**src/rtl/eq_band_mixer.sv**
```systemverilog
// Multi-channel band equaliser/mixer: per-band gain sum through one shared multiplier, then master volume.
// Define EQ_MIX_CLIP_CNT_EN to add the clip_cnt saturation counter output.
module eq_band_mixer #(
  parameter int unsigned NUM_CH    = 2,
  parameter int unsigned NUM_BANDS = 5,
  parameter int unsigned DATA_W    = 16,
  parameter int unsigned GAIN_W    = 12
) (
  input  logic                               clk,
  input  logic                               rst,
  input  logic                               in_valid,
  output logic                               in_ready,
  input  logic [NUM_CH*NUM_BANDS*DATA_W-1:0] band_in,
  input  logic [NUM_BANDS*GAIN_W-1:0]        band_gain,
  input  logic [GAIN_W-1:0]                  volume,
  output logic                               out_valid,
  output logic [NUM_CH*DATA_W-1:0]           audio_out
`ifdef EQ_MIX_CLIP_CNT_EN
  ,
  output logic [7:0]                         clip_cnt
`endif
);

  localparam int unsigned IN_W   = NUM_CH * NUM_BANDS * DATA_W;
  localparam int unsigned BG_W   = NUM_BANDS * GAIN_W;
  localparam int unsigned OUT_W  = NUM_CH * DATA_W;
  localparam int unsigned ACC_W  = DATA_W + GAIN_W + $clog2(NUM_BANDS) + 1;
  localparam int unsigned PROD_W = DATA_W + GAIN_W + 1;
  localparam int unsigned CH_W   = (NUM_CH > 1) ? $clog2(NUM_CH) : 1;
  localparam int unsigned BAND_W = (NUM_BANDS > 1) ? $clog2(NUM_BANDS) : 1;
  localparam logic signed [ACC_W-1:0] SAT_MAX = ACC_W'($signed({1'b0, {(DATA_W-1){1'b1}}}));
  localparam logic signed [ACC_W-1:0] SAT_MIN = ACC_W'($signed({1'b1, {(DATA_W-1){1'b0}}}));

  typedef enum logic [1:0] {IDLE, ACCUM, VOL, DONE} state_t;

  function automatic logic signed [DATA_W-1:0] sat_fn(input logic signed [ACC_W-1:0] x);
    if (x > SAT_MAX) return SAT_MAX[DATA_W-1:0];
    if (x < SAT_MIN) return SAT_MIN[DATA_W-1:0];
    return x[DATA_W-1:0];
  endfunction

  state_t                    state_q, state_d;
  logic signed [ACC_W-1:0]   acc_q, acc_d;
  logic [CH_W-1:0]           ch_q, ch_d;
  logic [BAND_W-1:0]         band_q, band_d;
  logic [IN_W-1:0]           samp_q, samp_d;
  logic [BG_W-1:0]           gain_q, gain_d;
  logic [GAIN_W-1:0]         vol_q, vol_d;
  logic [OUT_W-1:0]          shadow_q, shadow_d;
  logic [OUT_W-1:0]          audio_q, audio_d;
  logic                      out_valid_q, out_valid_d;
  logic                      in_ready_q, in_ready_d;

  logic signed [DATA_W-1:0]  mul_a;
  logic [GAIN_W-1:0]         mul_b;
  logic signed [PROD_W-1:0]  prod;
  logic signed [ACC_W-1:0]   term;
  logic signed [DATA_W-1:0]  acc_sat;
  logic signed [DATA_W-1:0]  vol_sat;
  logic [31:0]               samp_idx;
  logic [31:0]               gain_idx;

  // Datapath around the single multiplier, plus next-state logic
  always_comb begin
    state_d     = state_q;
    acc_d       = acc_q;
    ch_d        = ch_q;
    band_d      = band_q;
    samp_d      = samp_q;
    gain_d      = gain_q;
    vol_d       = vol_q;
    shadow_d    = shadow_q;
    audio_d     = audio_q;

    samp_idx = (32'(ch_q) * NUM_BANDS + 32'(band_q)) * DATA_W;
    gain_idx = 32'(band_q) * GAIN_W;
    acc_sat  = sat_fn(acc_q);

    // VOL reuses the band multiplier for the master-volume product
    if (state_q == VOL) begin
      mul_a = acc_sat;
      mul_b = vol_q;
    end else begin
      mul_a = DATA_W'(samp_q >> samp_idx);
      mul_b = GAIN_W'(gain_q >> gain_idx);
    end
    prod    = PROD_W'(mul_a) * PROD_W'($signed({1'b0, mul_b}));
    term    = ACC_W'(prod >>> (GAIN_W - 1));
    vol_sat = sat_fn(term);

    case (state_q)
      IDLE: begin
        if (in_valid) begin
          samp_d  = band_in;
          gain_d  = band_gain;
          vol_d   = volume;
          acc_d   = '0;
          ch_d    = '0;
          band_d  = '0;
          state_d = ACCUM;
        end
      end
      ACCUM: begin
        acc_d = acc_q + term;
        if (band_q == BAND_W'(NUM_BANDS - 1)) state_d = VOL;
        else                                  band_d  = band_q + BAND_W'(1);
      end
      VOL: begin
        for (int unsigned c = 0; c < NUM_CH; c++) begin
          if (ch_q == CH_W'(c)) shadow_d[c*DATA_W +: DATA_W] = vol_sat;
        end
        acc_d  = '0;
        band_d = '0;
        if (ch_q == CH_W'(NUM_CH - 1)) begin
          state_d = DONE;
          audio_d = shadow_d;
        end else begin
          ch_d    = ch_q + CH_W'(1);
          state_d = ACCUM;
        end
      end
      DONE:    state_d = IDLE;
      default: state_d = IDLE;
    endcase

    out_valid_d = (state_d == DONE);
    in_ready_d  = (state_d == IDLE);
  end

  always_ff @(posedge clk or posedge rst) begin
    if (rst) begin
      state_q     <= IDLE;
      acc_q       <= '0;
      ch_q        <= '0;
      band_q      <= '0;
      samp_q      <= '0;
      gain_q      <= '0;
      vol_q       <= '0;
      shadow_q    <= '0;
      audio_q     <= '0;
      out_valid_q <= 1'b0;
      in_ready_q  <= 1'b1;
    end else begin
      state_q     <= state_d;
      acc_q       <= acc_d;
      ch_q        <= ch_d;
      band_q      <= band_d;
      samp_q      <= samp_d;
      gain_q      <= gain_d;
      vol_q       <= vol_d;
      shadow_q    <= shadow_d;
      audio_q     <= audio_d;
      out_valid_q <= out_valid_d;
      in_ready_q  <= in_ready_d;
    end
  end

  assign in_ready  = in_ready_q;
  assign out_valid = out_valid_q;
  assign audio_out = audio_q;

`ifdef EQ_MIX_CLIP_CNT_EN
  function automatic logic clip_fn(input logic signed [ACC_W-1:0] x);
    return (x > SAT_MAX) || (x < SAT_MIN);
  endfunction

  logic [3:0] frame_clips_q, frame_clips_d;
  logic [7:0] clip_cnt_q, clip_cnt_d;
  logic [8:0] clip_sum;

  // At most one clip per channel per frame; frame total folded in on DONE entry
  always_comb begin
    frame_clips_d = frame_clips_q;
    clip_cnt_d    = clip_cnt_q;
    clip_sum      = '0;
    if (state_q == IDLE && in_valid) frame_clips_d = '0;
    if (state_q == VOL) begin
      if (clip_fn(acc_q) || clip_fn(term)) frame_clips_d = frame_clips_q + 4'd1;
      if (ch_q == CH_W'(NUM_CH - 1)) begin
        clip_sum   = 9'(clip_cnt_q) + 9'(frame_clips_d);
        clip_cnt_d = (clip_sum > 9'd255) ? 8'd255 : clip_sum[7:0];
      end
    end
  end

  always_ff @(posedge clk or posedge rst) begin
    if (rst) begin
      frame_clips_q <= '0;
      clip_cnt_q    <= '0;
    end else begin
      frame_clips_q <= frame_clips_d;
      clip_cnt_q    <= clip_cnt_d;
    end
  end

  assign clip_cnt = clip_cnt_q;
`endif

endmodule
```
**config.mk**
```make
export PLATFORM = sky130hd
export DESIGN_NAME = eq_band_mixer
export DESIGN_NICKNAME = d
export VERILOG_FILES = /design/src/rtl/eq_band_mixer.sv
export SDC_FILE = /design/constraint.sdc
export NUM_CORES = 1
export LEC_CHECK = 0
export ABC_CLOCK_PERIOD_IN_PS = 14800
export BUFFER_PORTS_ARGS = -buffer_cell sky130_fd_sc_hd__buf_2
export CORE_AREA = 2 2 199 201
export DETAILED_ROUTE_END_ITERATION = 10
export DIE_AREA = 0 0 201 203
export MAX_ROUTING_LAYER = met4
export PLACE_DENSITY = 0.81
export SLEW_MARGIN = 10
export SYNTH_ARGS = -nofsm -noshare
export SYNTH_HDL_FRONTEND = slang
export SYNTH_SLANG_ARGS = --single-unit
```
**constraint.sdc**
```tcl
create_clock -name clk -period 14.8 [get_ports clk]
set_input_delay 2.22 -clock clk [delete_from_list [all_inputs] [get_ports clk]]
set_output_delay 2.22 -clock clk [all_outputs]
set_load 0.01 [all_outputs]
```
==> flow_summary.rst, run 1 <==
.. list-table::
   :header-rows: 1

   * - Metric
     - Value
   * - Post-CTS setup-driven buffer insertion count
     - 0
   * - Least setup slack across all paths after layout
     - 2.99 ns
   * - Cell taking the most area after synthesis
     - sky130_fd_sc_hd__dfrtp_1
   * - Crit path DAT
     - 12.22 ns
   * - Layout fillers
     - 2875
   * - Final Hold Slack
     - 0.469 ns
   * - Max-slew headroom at the worst pin
     - 14.3%
   * - Leading cell types by count after synthesis
     - sky130_fd_sc_hd__dfrtp_1 (319), sky130_fd_sc_hd__inv_1 (264), sky130_fd_sc_hd__mux2_2 (236), sky130_fd_sc_hd__nand2_1 (234), sky130_fd_sc_hd__fa_1 (178)
   * - Number of buffer and inverter instances along the worst setup path
     - 5
   * - Capturing element type of the critical path
     - flop
   * - Worst min path class
     - reg -> reg
   * - Detailed-route DRC error count
     - 0
   * - Total clock buffers created by CTS
     - 34
   * - Via count of the first global-routing pass
     - 18600
   * - Fraction of final layout cells with drive strength greater than 1
     - 27.8%
   * - Total via count in the routed design
     - 17200
   * - Number of flops mapped to enable cells by yosys
     - 0
   * - Path type of the worst setup path
     - reg -> reg
   * - Mean Syn Cell Area
     - 10.7 um^2
   * - Final net count
     - 2876
   * - Max Fanout on Critical Path
     - 36
   * - GP Congestion
     - 0.923
   * - TritonRoute pass-1 iters
     - 6
   * - Global-route total usage across every layer
     - 32.5%
   * - Library cell contributing the largest single delay on the critical path
     - sky130_fd_sc_hd__dfrtp_1
   * - H-tree Lvls
     - 2
   * - Share of Yosys cell area claimed by the top area cell type
     - 34.9%
   * - Portion of the post-synthesis area used by sequential elements
     - 35.0%
   * - Number of warnings printed during yosys synthesis
     - 0
   * - Count of pins on the block boundary
     - 269
   * - Die area
     - 40800 um^2
   * - Standard-cell rows
     - 72
   * - Maximum operating frequency
     - 0.0846 GHz
   * - DRC violation total after the first TritonRoute iteration
     - 1389
   * - Clock period minus worst slack
     - 11.81 ns
   * - Count of buffers inserted at the top-level ports
     - 268
   * - Nature of the critical path startpoint
     - flop
   * - Actual transition at the worst max-transition pin
     - 1.29 ns
   * - Net count after synthesis
     - 2651
   * - Clock tree skew after final layout
     - 0.0167 ns
   * - Biggest cell delay along the critical path
     - 0.86 ns
   * - Final WL
     - 63.2 mm
   * - First-pass GRT wire length
     - 99.6 mm
   * - Max_cap viols
     - 0
   * - Largest net degree at the start of global routing
     - 225
   * - Clock tree root buffer cell
     - sky130_fd_sc_hd__clkbuf_16
   * - Share of synthesized flip-flops with an asynchronous set or reset
     - 100%
   * - Endpoints failing hold
     - 0
   * - Post-synthesis cell count
     - 2134
   * - Number of pins exceeding their max-slew limit in the final report
     - 0
   * - Kind of cell adding the most delay to the critical path
     - compound AO/OA/AOI/OAI gates
   * - Total gr overflow
     - 0
   * - Main area contributors after synthesis
     - sky130_fd_sc_hd__dfrtp_1 (35%), sky130_fd_sc_hd__fa_1 (16%), sky130_fd_sc_hd__mux2_2 (12%)
   * - Average detailed-routed wire length per instance
     - 21.7 um
   * - Count of antenna-violating nets left after detailed routing
     - 0
   * - Post-Synthesis Cell Area
     - 22900 um^2
   * - Required arrival time at the worst endpoint
     - 15.21 ns
   * - Sinks on the clock net
     - 320
   * - Number of resized instances in the post-cts repair step
     - 0
   * - Initial antenna violation count
     - 16
   * - Finish-stage setup viols
     - 0
   * - CTS Hold Buffers Added
     - 0
   * - Clock transition time at the flip-flop clock pins of the worst setup and hold paths
     - 0.06 ns
   * - Starting Density
     - 59.5%
   * - Placed wire-length estimate after detailed placement
     - 47.1 mm
   * - FF+latch count, synth
     - 320
   * - Setup TNS
     - 0 ns
   * - Horizontal extent of the die
     - 201 um
   * - Per-cell via count in the routed design
     - 5.90
   * - Die Ht
     - 203 um
   * - Later-pin clock latency in the skew report
     - 0.53 ns
   * - Minimum setup slack after placement
     - 3.15 ns
   * - Most used standard cell by instance count after synthesis
     - sky130_fd_sc_hd__dfrtp_1
   * - TritonCTS clock tree
     - built
   * - Flip-flop cell with the highest count after synthesis
     - sky130_fd_sc_hd__dfrtp_1
   * - Layout overhead on the synthesized area
     - 12.8%
   * - Maximum count of clock buffers along a single path
     - 3
   * - Core Area
     - 38500 um^2
   * - Setup repair after global routing missed its margin
     - no
   * - Final worst path period share
     - 79.8%
   * - Library cells used by synthesis
     - 79
   * - Run status
     - completed
-- state kept, by name (all words and copies together) (netlist names) --
signal and count:
samp_q 160, vol_q 12, gain_q 60, in_ready 1
state_q 2, shadow_q 16, out_valid 1, audio_out 32
ch_q 1, acc_q 32, band_q 3
-- tightest hold or removal path: cells and delay by family (launching register included) --
| family | cells | cell delay (ns) |
|---|---|---|
| AND/OR/NAND/NOR | 2 | 0.10 |
| flip-flops | 1 | 0.34 |
-- final timing paths --
kind	from	end	slack, ns	depth (start not counted)
max	band_q[1]$_DFFE_PP0P_	acc_q[29]$_DFFE_PP0P_	2.99	34
min	shadow_q[7]$_DFFE_PP0P_	audio_out[7]$_DFFE_PP0P_	0.47	2
max reg2reg	band_q[1]$_DFFE_PP0P_	acc_q[29]$_DFFE_PP0P_	2.99	34
min reg2reg	shadow_q[7]$_DFFE_PP0P_	audio_out[7]$_DFFE_PP0P_	0.47	2
max in group asynchronous	rst	audio_out[27]$_DFFE_PP0P_	11.29	3
min in group asynchronous	rst	samp_q[135]$_DFFE_PP0P_	1.94	2
-- per-layer routing --
metal,GRT usage (%),wire length (um),vias to the layer above
met5,-,0,-
met1,37.7,23900,8655
met2,53.0,31100,737
met3,8.17,5100,175
met4,16.2,3110,0
li1,-,-,7638
-- cell families (layout without fill, tap and decap cells) --
| group | count (synthesis) | after routing | synth area share [%] |
|---|---|---|---|
| compound gates | 243 | 243 | 7.20 |
| xor+xnor | 49 | 49 | 1.91 |
| fa+ha+maj | 282 | 282 | 21.3 |
| buf+inv | 366 | 614 | 6.15 |
| flops | 320 | 320 | 35.0 |
| mux | 304 | 304 | 17.0 |
| other cells | 0 | 18 | 0 |
| simple gates | 570 | 570 | 11.5 |
-- stage by stage --
stage	cell area (um^2)	cells	utilization, %
after floorplan	22900	2134	-
after CTS	25800	2900	67.0
after detailed placement	24700	2841	64.2
final	25800	2918	67.1
after global placement	24700	2841	64.2
after global routing	25800	2916	67.1
-- placed cells by master (no fill, tap or decap), types with 5 or more instances in the layout --
| master | n |
|---|---|
| sky130_fd_sc_hd__nor4_1 | 8 |
| sky130_fd_sc_hd__or2_2 | 6 |
| sky130_fd_sc_hd__nand4_1 | 15 |
| sky130_fd_sc_hd__nand3_2 | 10 |
| sky130_fd_sc_hd__nand3_1 | 92 |
| sky130_fd_sc_hd__o21ai_0 | 57 |
| sky130_fd_sc_hd__dfrtp_1 | 319 |
| sky130_fd_sc_hd__mux2_2 | 236 |
| sky130_fd_sc_hd__o221ai_1 | 9 |
| sky130_fd_sc_hd__nor2b_1 | 38 |
| sky130_fd_sc_hd__fa_1 | 178 |
| sky130_fd_sc_hd__clkbuf_16 | 34 |
| sky130_fd_sc_hd__ha_1 | 103 |
| sky130_fd_sc_hd__a21o_1 | 32 |
| sky130_fd_sc_hd__buf_4 | 19 |
| sky130_fd_sc_hd__a221o_1 | 7 |
| sky130_fd_sc_hd__and3_1 | 7 |
| sky130_fd_sc_hd__nor2_1 | 112 |
| sky130_fd_sc_hd__mux4_2 | 44 |
| sky130_fd_sc_hd__nand2b_1 | 16 |
| sky130_fd_sc_hd__inv_1 | 263 |
| sky130_fd_sc_hd__and2_1 | 7 |
| sky130_fd_sc_hd__clkbuf_8 | 6 |
| sky130_fd_sc_hd__a31oi_1 | 10 |
| sky130_fd_sc_hd__nand2_1 | 234 |
| sky130_fd_sc_hd__mux2i_1 | 23 |
| sky130_fd_sc_hd__o21a_1 | 5 |
| sky130_fd_sc_hd__xor2_1 | 17 |
| sky130_fd_sc_hd__o21bai_1 | 5 |
| sky130_fd_sc_hd__diode_2 | 18 |
| sky130_fd_sc_hd__buf_2 | 268 |
| sky130_fd_sc_hd__a21oi_1 | 65 |
| sky130_fd_sc_hd__clkbuf_1 | 8 |
| sky130_fd_sc_hd__nor3_1 | 13 |
| sky130_fd_sc_hd__xnor2_1 | 31 |
-- area by class of cell --
| class | count | area [um^2] | area share [%] |
|---|---|---|---|
| clock inverter | 11 | 114 | 0.441 |
| tap | 518 | 648 | 2.51 |
| multi-input combinational | 1448 | 13500 | 52.3 |
| timing repair buffer | 289 | 1520 | 5.90 |
| sequential | 320 | 8010 | 31.0 |
| clock buffer | 48 | 963 | 3.73 |
| antenna | 18 | 45.0 | 0.175 |
| inverter | 266 | 1010 | 3.90 |
Power of run 1 is not shown: default switching activity piles up to over one toggle a cycle in this logic, so the estimate is an artifact.
==> run 2, diff against run 1 <==
==> config.mk (replaced) <==
export PLATFORM = sky130hd
export DESIGN_NAME = eq_band_mixer
export DESIGN_NICKNAME = d
export VERILOG_FILES = /design/src/rtl/eq_band_mixer.sv
export SDC_FILE = /design/constraint.sdc
export NUM_CORES = 1
export LEC_CHECK = 0
export ABC_AREA = 1
export ABC_CLOCK_PERIOD_IN_PS = 9900
export BUFFER_PORTS_ARGS = -buffer_cell sky130_fd_sc_hd__buf_2
export CORE_AREA = 2 2 213 215
export DETAILED_ROUTE_END_ITERATION = 10
export DIE_AREA = 0 0 215 217
export MAX_ROUTING_LAYER = met4
export PLACE_DENSITY = 0.77
export SLEW_MARGIN = 10
export SYNTH_ARGS = -nofsm -noshare
export SYNTH_HDL_FRONTEND = slang
export SYNTH_SLANG_ARGS = --single-unit
==> constraint.sdc (replaced) <==
create_clock -name clk -period 9.9 [get_ports clk]
set_input_delay 1.485 -clock clk [delete_from_list [all_inputs] [get_ports clk]]
set_output_delay 1.485 -clock clk [all_outputs]
set_load 0.01 [all_outputs]
==> run 2 against run 1 <==
  * Sequential share of layout area decreased by 1.3 points
  * Synthesized cell count grew 46%
  * Critical path type unchanged
  * Critical endpoint is now acc_q[19]$_DFFE_PP0P_
  * Via count increased by 23%
  * Highest routed layer unchanged
  * Wire length up 6.3%
  * Flip-flop and latch count is the same
==> flow_summary.rst, run 2 <==
.. list-table::
   :header-rows: 1

   * - Metric
     - Value
   * - Run status
     - completed
   * - First-pass GRT wire length
     - 109 mm
   * - Number of flops mapped to enable cells by yosys
     - 0
   * - Placed wire-length estimate after detailed placement
     - 50.8 mm
   * - Most numerous cell on the critical path
     - sky130_fd_sc_hd__inv_1
   * - Initial antenna violation count
     - 1
   * - Clock tree root buffer cell
     - sky130_fd_sc_hd__clkbuf_16
   * - Final worst path period share
     - 95.0%
   * - Number of buffer and inverter instances along the worst setup path
     - 11
   * - Standard-cell rows
     - 78
   * - GP Congestion
     - 0.977
   * - Routed metal-1 wirelength
     - 28.8 mm
   * - Per-cell via count in the routed design
     - 5.31
   * - Starting Density
     - 52.9%
   * - Reg2Reg Launch Point
     - ch_q$_DFFE_PP0P_
   * - Registers with the highest flip-flop counts
     - samp_q (160), gain_q (60)
   * - Main area contributors after synthesis
     - sky130_fd_sc_hd__dfrtp_1 (34%), sky130_fd_sc_hd__nand2_1 (19%), sky130_fd_sc_hd__fa_1 (15%)
   * - Net count after synthesis
     - 3639
   * - Count of pins on the block boundary
     - 269
   * - Setup slack on the worst flop-to-flop path
     - 0.50 ns
   * - Library cell contributing the largest single delay on the critical path
     - sky130_fd_sc_hd__fa_2
   * - Die area
     - 46700 um^2
   * - Final WL
     - 67.2 mm
   * - Biggest cell delay along the critical path
     - 0.69 ns
   * - Met2 wire length
     - 31.0 mm
   * - Actual transition at the worst max-transition pin
     - 1.19 ns
   * - Setup TNS
     - 0 ns
   * - Capturing element type of the critical path
     - flop
   * - Minimum setup slack after placement
     - 0.425 ns
   * - Clock period minus worst slack
     - 9.40 ns
   * - Top library cells by usage in the layout, fill and taps aside
     - sky130_fd_sc_hd__nand2_1 (1192), sky130_fd_sc_hd__inv_1 (397), sky130_fd_sc_hd__dfrtp_1 (319)
   * - Ant. Diodes
     - 0
   * - FF+latch count, synth
     - 320
   * - Worst min path class
     - reg -> reg
   * - Total gr overflow
     - 0
   * - Post-synthesis cell count
     - 3122
   * - Share of synthesized flip-flops with an asynchronous set or reset
     - 100%
   * - Number of warnings printed during yosys synthesis
     - 0
   * - Top layer in use
     - met4
   * - Via count of the first global-routing pass
     - 20900
   * - Average detailed-routed wire length per instance
     - 16.9 um
   * - Kind of cell adding the most delay to the critical path
     - adder cells
   * - Largest net degree at the start of global routing
     - 265
   * - Layout overhead on the synthesized area
     - 13.7%
   * - Layout fillers
     - 4154
   * - Least setup slack across all paths after layout
     - 0.496 ns
   * - Global-route total usage across every layer
     - 30.4%
   * - Most used standard cell by instance count after synthesis
     - sky130_fd_sc_hd__nand2_1
   * - DRC violation total after the first TritonRoute iteration
     - 1986
   * - Combined area of the multi-input logic cells
     - 13700 um^2
   * - Total via count in the routed design
     - 21100
   * - Max_cap viols
     - 0
   * - Horizontal extent of the die
     - 215 um
   * - Flip-flop cell with the highest count after synthesis
     - sky130_fd_sc_hd__dfrtp_1
   * - Fraction of final layout cells with drive strength greater than 1
     - 14.1%
   * - Max Fanout on Critical Path
     - 14
   * - CTS Hold Buffers Added
     - 0
   * - Nature of the critical path startpoint
     - flop
   * - Final Hold Slack
     - 0.466 ns
   * - Largest register by flop count
     - samp_q
   * - Required arrival time at the worst endpoint
     - 10.34 ns
   * - Most common cell after layout, fill and taps aside
     - sky130_fd_sc_hd__nand2_1
   * - Count of antenna-violating nets left after detailed routing
     - 0
   * - Clock tree skew after final layout
     - 0.0212 ns
   * - Finish-stage setup viols
     - 0
   * - Post-place instance area
     - 25600 um^2
   * - Worst Hold Path EP
     - audio_out[3]$_DFFE_PP0P_
   * - Core Area
     - 44700 um^2
   * - Portion of the post-synthesis area used by sequential elements
     - 33.8%
   * - Number of pins exceeding their max-slew limit in the final report
     - 0
   * - Crit path DAT
     - 9.85 ns
   * - Later-pin clock latency in the skew report
     - 0.56 ns
   * - Count of buffers inserted at the top-level ports
     - 268
   * - Endpoints failing hold
     - 0
   * - Post-Synthesis Cell Area
     - 23700 um^2
   * - TritonCTS clock tree
     - built
   * - Setup repair after global routing missed its margin
     - no
   * - Number of flip-flops under the largest register name
     - 160
   * - Mean Syn Cell Area
     - 7.58 um^2
   * - Library cells used by synthesis
     - 47
   * - Maximum operating frequency
     - 0.106 GHz
   * - Maximum count of clock buffers along a single path
     - 3
   * - Worst r2r path cells
     - 40
   * - Hold path depth
     - 2
   * - Total clock buffers created by CTS
     - 36
   * - Total length of routed met3 wires
     - 4.69 mm
   * - Clock transition time at the flip-flop clock pins of the worst setup and hold paths
     - 0.06 ns
   * - Cell taking the most area after synthesis
     - sky130_fd_sc_hd__dfrtp_1
   * - Source of the worst hold timing path
     - audio_out[3]$_DFFE_PP0P_
   * - Share of Yosys cell area claimed by the top area cell type
     - 33.7%
   * - End of the worst register-to-register path
     - acc_q[19]$_DFFE_PP0P_
   * - H-tree Lvls
     - 2
   * - Max-slew headroom at the worst pin
     - 20.6%
   * - Storage element area
     - 8010 um^2
   * - Finished Cell Area
     - 26900 um^2
   * - Sinks on the clock net
     - 320
   * - Leading cell types by count after synthesis
     - sky130_fd_sc_hd__nand2_1 (1195), sky130_fd_sc_hd__inv_1 (404), sky130_fd_sc_hd__dfrtp_1 (319), sky130_fd_sc_hd__nor2_1 (231), sky130_fd_sc_hd__fa_1 (178)
   * - Die Ht
     - 217 um
   * - Path type of the worst setup path
     - reg -> reg
   * - Detailed-route DRC error count
     - 0
   * - TritonRoute pass-1 iters
     - 8
   * - Worst setup startpoint
     - ch_q$_DFFE_PP0P_
   * - Final net count
     - 3864
## run 2: how the worst max path moves through the flow
stage,endpoint,depth (start not counted),slack [ns]
floorplan,acc_q[28]$_DFFE_PP0P_,46,1.30
CTS,acc_q[30]$_DFFE_PP0P_,41,0.39
global placement,acc_q[28]$_DFFE_PP0P_,45,0.56
global route,acc_q[29]$_DFFE_PP0P_,37,0.02
detailed placement,acc_q[30]$_DFFE_PP0P_,41,0.42
finish,acc_q[19]$_DFFE_PP0P_,40,0.50
## run 2: worst register-to-register path: cells and delay by family (launching register included)
kind,cells,cell delay [ns]
xor gates and xnor gates,1,0.21
DFF,1,0.41
buffers and inverters,11,1.16
AOI/OAI and AO/OA,10,2.00
and+or+nand+nor,9,1.56
adders and majority gates,9,3.93
## run 2: cell type report
type,count,share of cell area (%)
repair buffers,309,6.36
well taps,600,2.79
clock inverters,10,0.372
flip-flops and latches,320,29.8
inverters,414,5.84
multi-input cells,2266,50.8
clock buffers,54,4.05
## run 2: timing repair
| action | in CTS | in global routing |
|---|---|---|
| gates resized for setup | 0 | 30 |
| buffers inserted | 0 | 5 |
| endpoints found under the hold margin | 0 | 0 |
| endpoints found under the setup margin | 0 | 17 |
## run 2: through the flow
stage	util [%]	std cells
6_report	60.2	3973
3_5_place_dp	57.3	3904
5_1_grt	60.2	3973
3_3_place_gp	57.3	3904
2_1_floorplan	-	3122
4_1_cts	59.9	3968
## run 2: layer usage
metal / GRT usage [%] / vias up
met5: - / -
met4: 12.0 / 0
met3: 4.42 / 144
met2: 46.9 / 765
met1: 41.0 / 10100
li1: - / 10100
## run 2: logic make-up after synthesis
group,after synthesis,share of synthesized area [%]
AOI/OAI and AO/OA,369,8.83
xor gates and xnor gates,29,1.07
adders and majority gates,282,20.6
buffers and inverters,536,8.78
DFF,320,33.8
muxes,5,0.211
and+or+nand+nor,1581,26.7
Power of run 2 is left out for the same reason.
==> run 3, diff against run 2 <==
--- a/config.mk
+++ b/config.mk
@@ -11,6 +11,7 @@
 export CORE_AREA = 2 2 213 215
 export DETAILED_ROUTE_END_ITERATION = 10
 export DIE_AREA = 0 0 215 217
+export GPL_TIMING_DRIVEN = 0
 export MAX_ROUTING_LAYER = met4
 export PLACE_DENSITY = 0.77
 export SLEW_MARGIN = 10
==> run 3 against run 2 <==
  * Via count increased by 3.8%
  * Final area increased by 2.4%
  * Final cell count increased by 2.6%
  * Setup slack got worse by 0.042 ns
  * Worst hold slack got worse by 0.0020 ns
  * Die area unchanged
  * Non-clock buffer count increased by 104
  * Fmax decreased by 0.45%
  * Sequential share of layout area decreased by 0.71 points
  * Highest routed layer unchanged
==> flow_summary.rst, run 3 (same netlist as run 2, synthesis figures left out) <==
.. list-table::
   :header-rows: 1

   * - Metric
     - Value
   * - Run status
     - completed
   * - Total clock buffers created by CTS
     - 36
   * - Standard-cell rows
     - 78
   * - Clock transition time at the flip-flop clock pins of the worst setup and hold paths
     - 0.06 ns
   * - Clock period minus worst slack
     - 9.45 ns
   * - Sinks on the clock net
     - 320
   * - Library cell contributing the largest single delay on the critical path
     - sky130_fd_sc_hd__fa_2
   * - Die area
     - 46700 um^2
   * - Placed wire-length estimate after detailed placement
     - 55.9 mm
   * - Via count of the first global-routing pass
     - 22000
   * - Largest register by flop count
     - samp_q
   * - Capturing element type of the critical path
     - flop
   * - Per-cell via count in the routed design
     - 5.37
   * - Layout overhead on the synthesized area
     - 16.5%
   * - Fraction of final layout cells with drive strength greater than 1
     - 15.3%
   * - Worst min path class
     - reg -> reg
   * - Count of buffers inserted at the top-level ports
     - 268
   * - Maximum count of clock buffers along a single path
     - 3
   * - Largest net degree at the start of global routing
     - 39
   * - Core Area
     - 44700 um^2
   * - Total gr overflow
     - 0
   * - Top library cells by usage in the layout, fill and taps aside
     - sky130_fd_sc_hd__nand2_1 (1184), sky130_fd_sc_hd__inv_1 (389), sky130_fd_sc_hd__dfrtp_1 (319)
   * - Setup TNS
     - 0 ns
   * - TritonRoute pass-1 iters
     - 5
   * - Crit path DAT
     - 9.94 ns
   * - Later-pin clock latency in the skew report
     - 0.57 ns
   * - Most numerous cell on the critical path
     - sky130_fd_sc_hd__inv_1
   * - Placed Instances
     - 3999
   * - GP Congestion
     - 0.952
   * - Final net count
     - 3968
   * - CTS Hold Buffers Added
     - 0
   * - Max_cap viols
     - 0
   * - Registers with the highest flip-flop counts
     - samp_q (160), gain_q (60)
   * - Required arrival time at the worst endpoint
     - 10.40 ns
   * - Clock tree root buffer cell
     - sky130_fd_sc_hd__clkbuf_16
   * - DRC violation total after the first TritonRoute iteration
     - 1871
   * - Path type of the worst setup path
     - reg -> reg
   * - Nature of the critical path startpoint
     - flop
   * - Total via count in the routed design
     - 21900
   * - Detailed-route DRC error count
     - 0
   * - Ant. Diodes
     - 0
   * - Most common cell after layout, fill and taps aside
     - sky130_fd_sc_hd__nand2_1
   * - Die Ht
     - 217 um
   * - Setup repair after global routing missed its margin
     - yes
   * - Count of pins on the block boundary
     - 269
   * - Actual transition at the worst max-transition pin
     - 1.22 ns
   * - Biggest cell delay along the critical path
     - 0.69 ns
   * - Max-slew headroom at the worst pin
     - 18.6%
   * - H-tree Lvls
     - 2
   * - Max Fanout on Critical Path
     - 18
   * - Final core utilization
     - 61.7%
   * - TritonCTS clock tree
     - built
   * - Least setup slack across all paths after layout
     - 0.454 ns
   * - Average detailed-routed wire length per instance
     - 17.3 um
   * - Number of flip-flops under the largest register name
     - 160
   * - Minimum setup slack after placement
     - -0.473 ns
   * - Finish-stage setup viols
     - 0
   * - Final worst path period share
     - 95.4%
   * - Horizontal extent of the die
     - 215 um
   * - Starting Density
     - 52.9%
   * - Count of antenna-violating nets left after detailed routing
     - 0
   * - Final WL
     - 70.7 mm
   * - Global-route total usage across every layer
     - 31.9%
   * - Number of pins exceeding their max-slew limit in the final report
     - 0
   * - Endpoints failing hold
     - 0
   * - Initial antenna violation count
     - 0
   * - Clock tree skew after final layout
     - 0.0235 ns
   * - Final std cells w/o fill
     - 4077
   * - First-pass GRT wire length
     - 114 mm
   * - Maximum operating frequency
     - 0.106 GHz
run 3: critical path: cells and delay by family, from the launching register on:
kind	cells	cell delay, ns
compound gates	3	0.65
flops	1	0.45
fa+ha+maj	9	4.07
simple gates	17	2.82
buf+inv	10	1.34
run 3: cell type report:
type | instances | area [um^2]
clock buffers | 52 | 1030
fillers | 3976 | 17100
well taps | 600 | 751
inverters | 414 | 1560
plain buffers | 120 | 578
clock inverters | 12 | 121
flip-flops and latches | 320 | 8010
repair buffers | 293 | 1640
multi-input cells | 2266 | 13900
run 3: stage by stage:
stage | hold WS, ns | instance area (um^2)
2_1_floorplan | 0.434 | 23700
3_3_place_gp | 0.451 | 25800
3_5_place_dp | 0.453 | 25900
4_1_cts | 0.467 | 27200
5_1_grt | 0.487 | 27600
6_report | 0.464 | 27600
run 3: per-layer routing:
layer / global-route usage, % / share of wire (%) / wire length [um]
met4: 14.9 / 4.9 / 3450
met5: - / 0 / 0
met2: 50.2 / 46 / 32600
met1: 41.2 / 41 / 29200
met3: 4.63 / 7.7 / 5460
run 3: final timing paths:
path                                                from                       end  slack [ns]  cells after the start
worst max-delay path               band_q[0]$_DFFE_PP0P_     acc_q[31]$_DFFE_PP0P_        0.45                     39
worst min-delay path            audio_out[0]$_DFFE_PP0P_  audio_out[0]$_DFFE_PP0P_        0.46                      2
worst min register to register  audio_out[0]$_DFFE_PP0P_  audio_out[0]$_DFFE_PP0P_        0.46                      2
max in group asynchronous                            rst        in_ready$_DFF_PP1_        7.96                      4
worst max register to register     band_q[0]$_DFFE_PP0P_     acc_q[31]$_DFFE_PP0P_        0.45                     39
min in group asynchronous                            rst   samp_q[157]$_DFFE_PP0P_        1.02                      2
run 3: timing repair:
action	CTS	global route
gates resized for setup	29	119
buffers inserted	0	16
pin swaps	0	13
setup endpoints to repair	15	21
Power of run 3 is left out for the same reason.
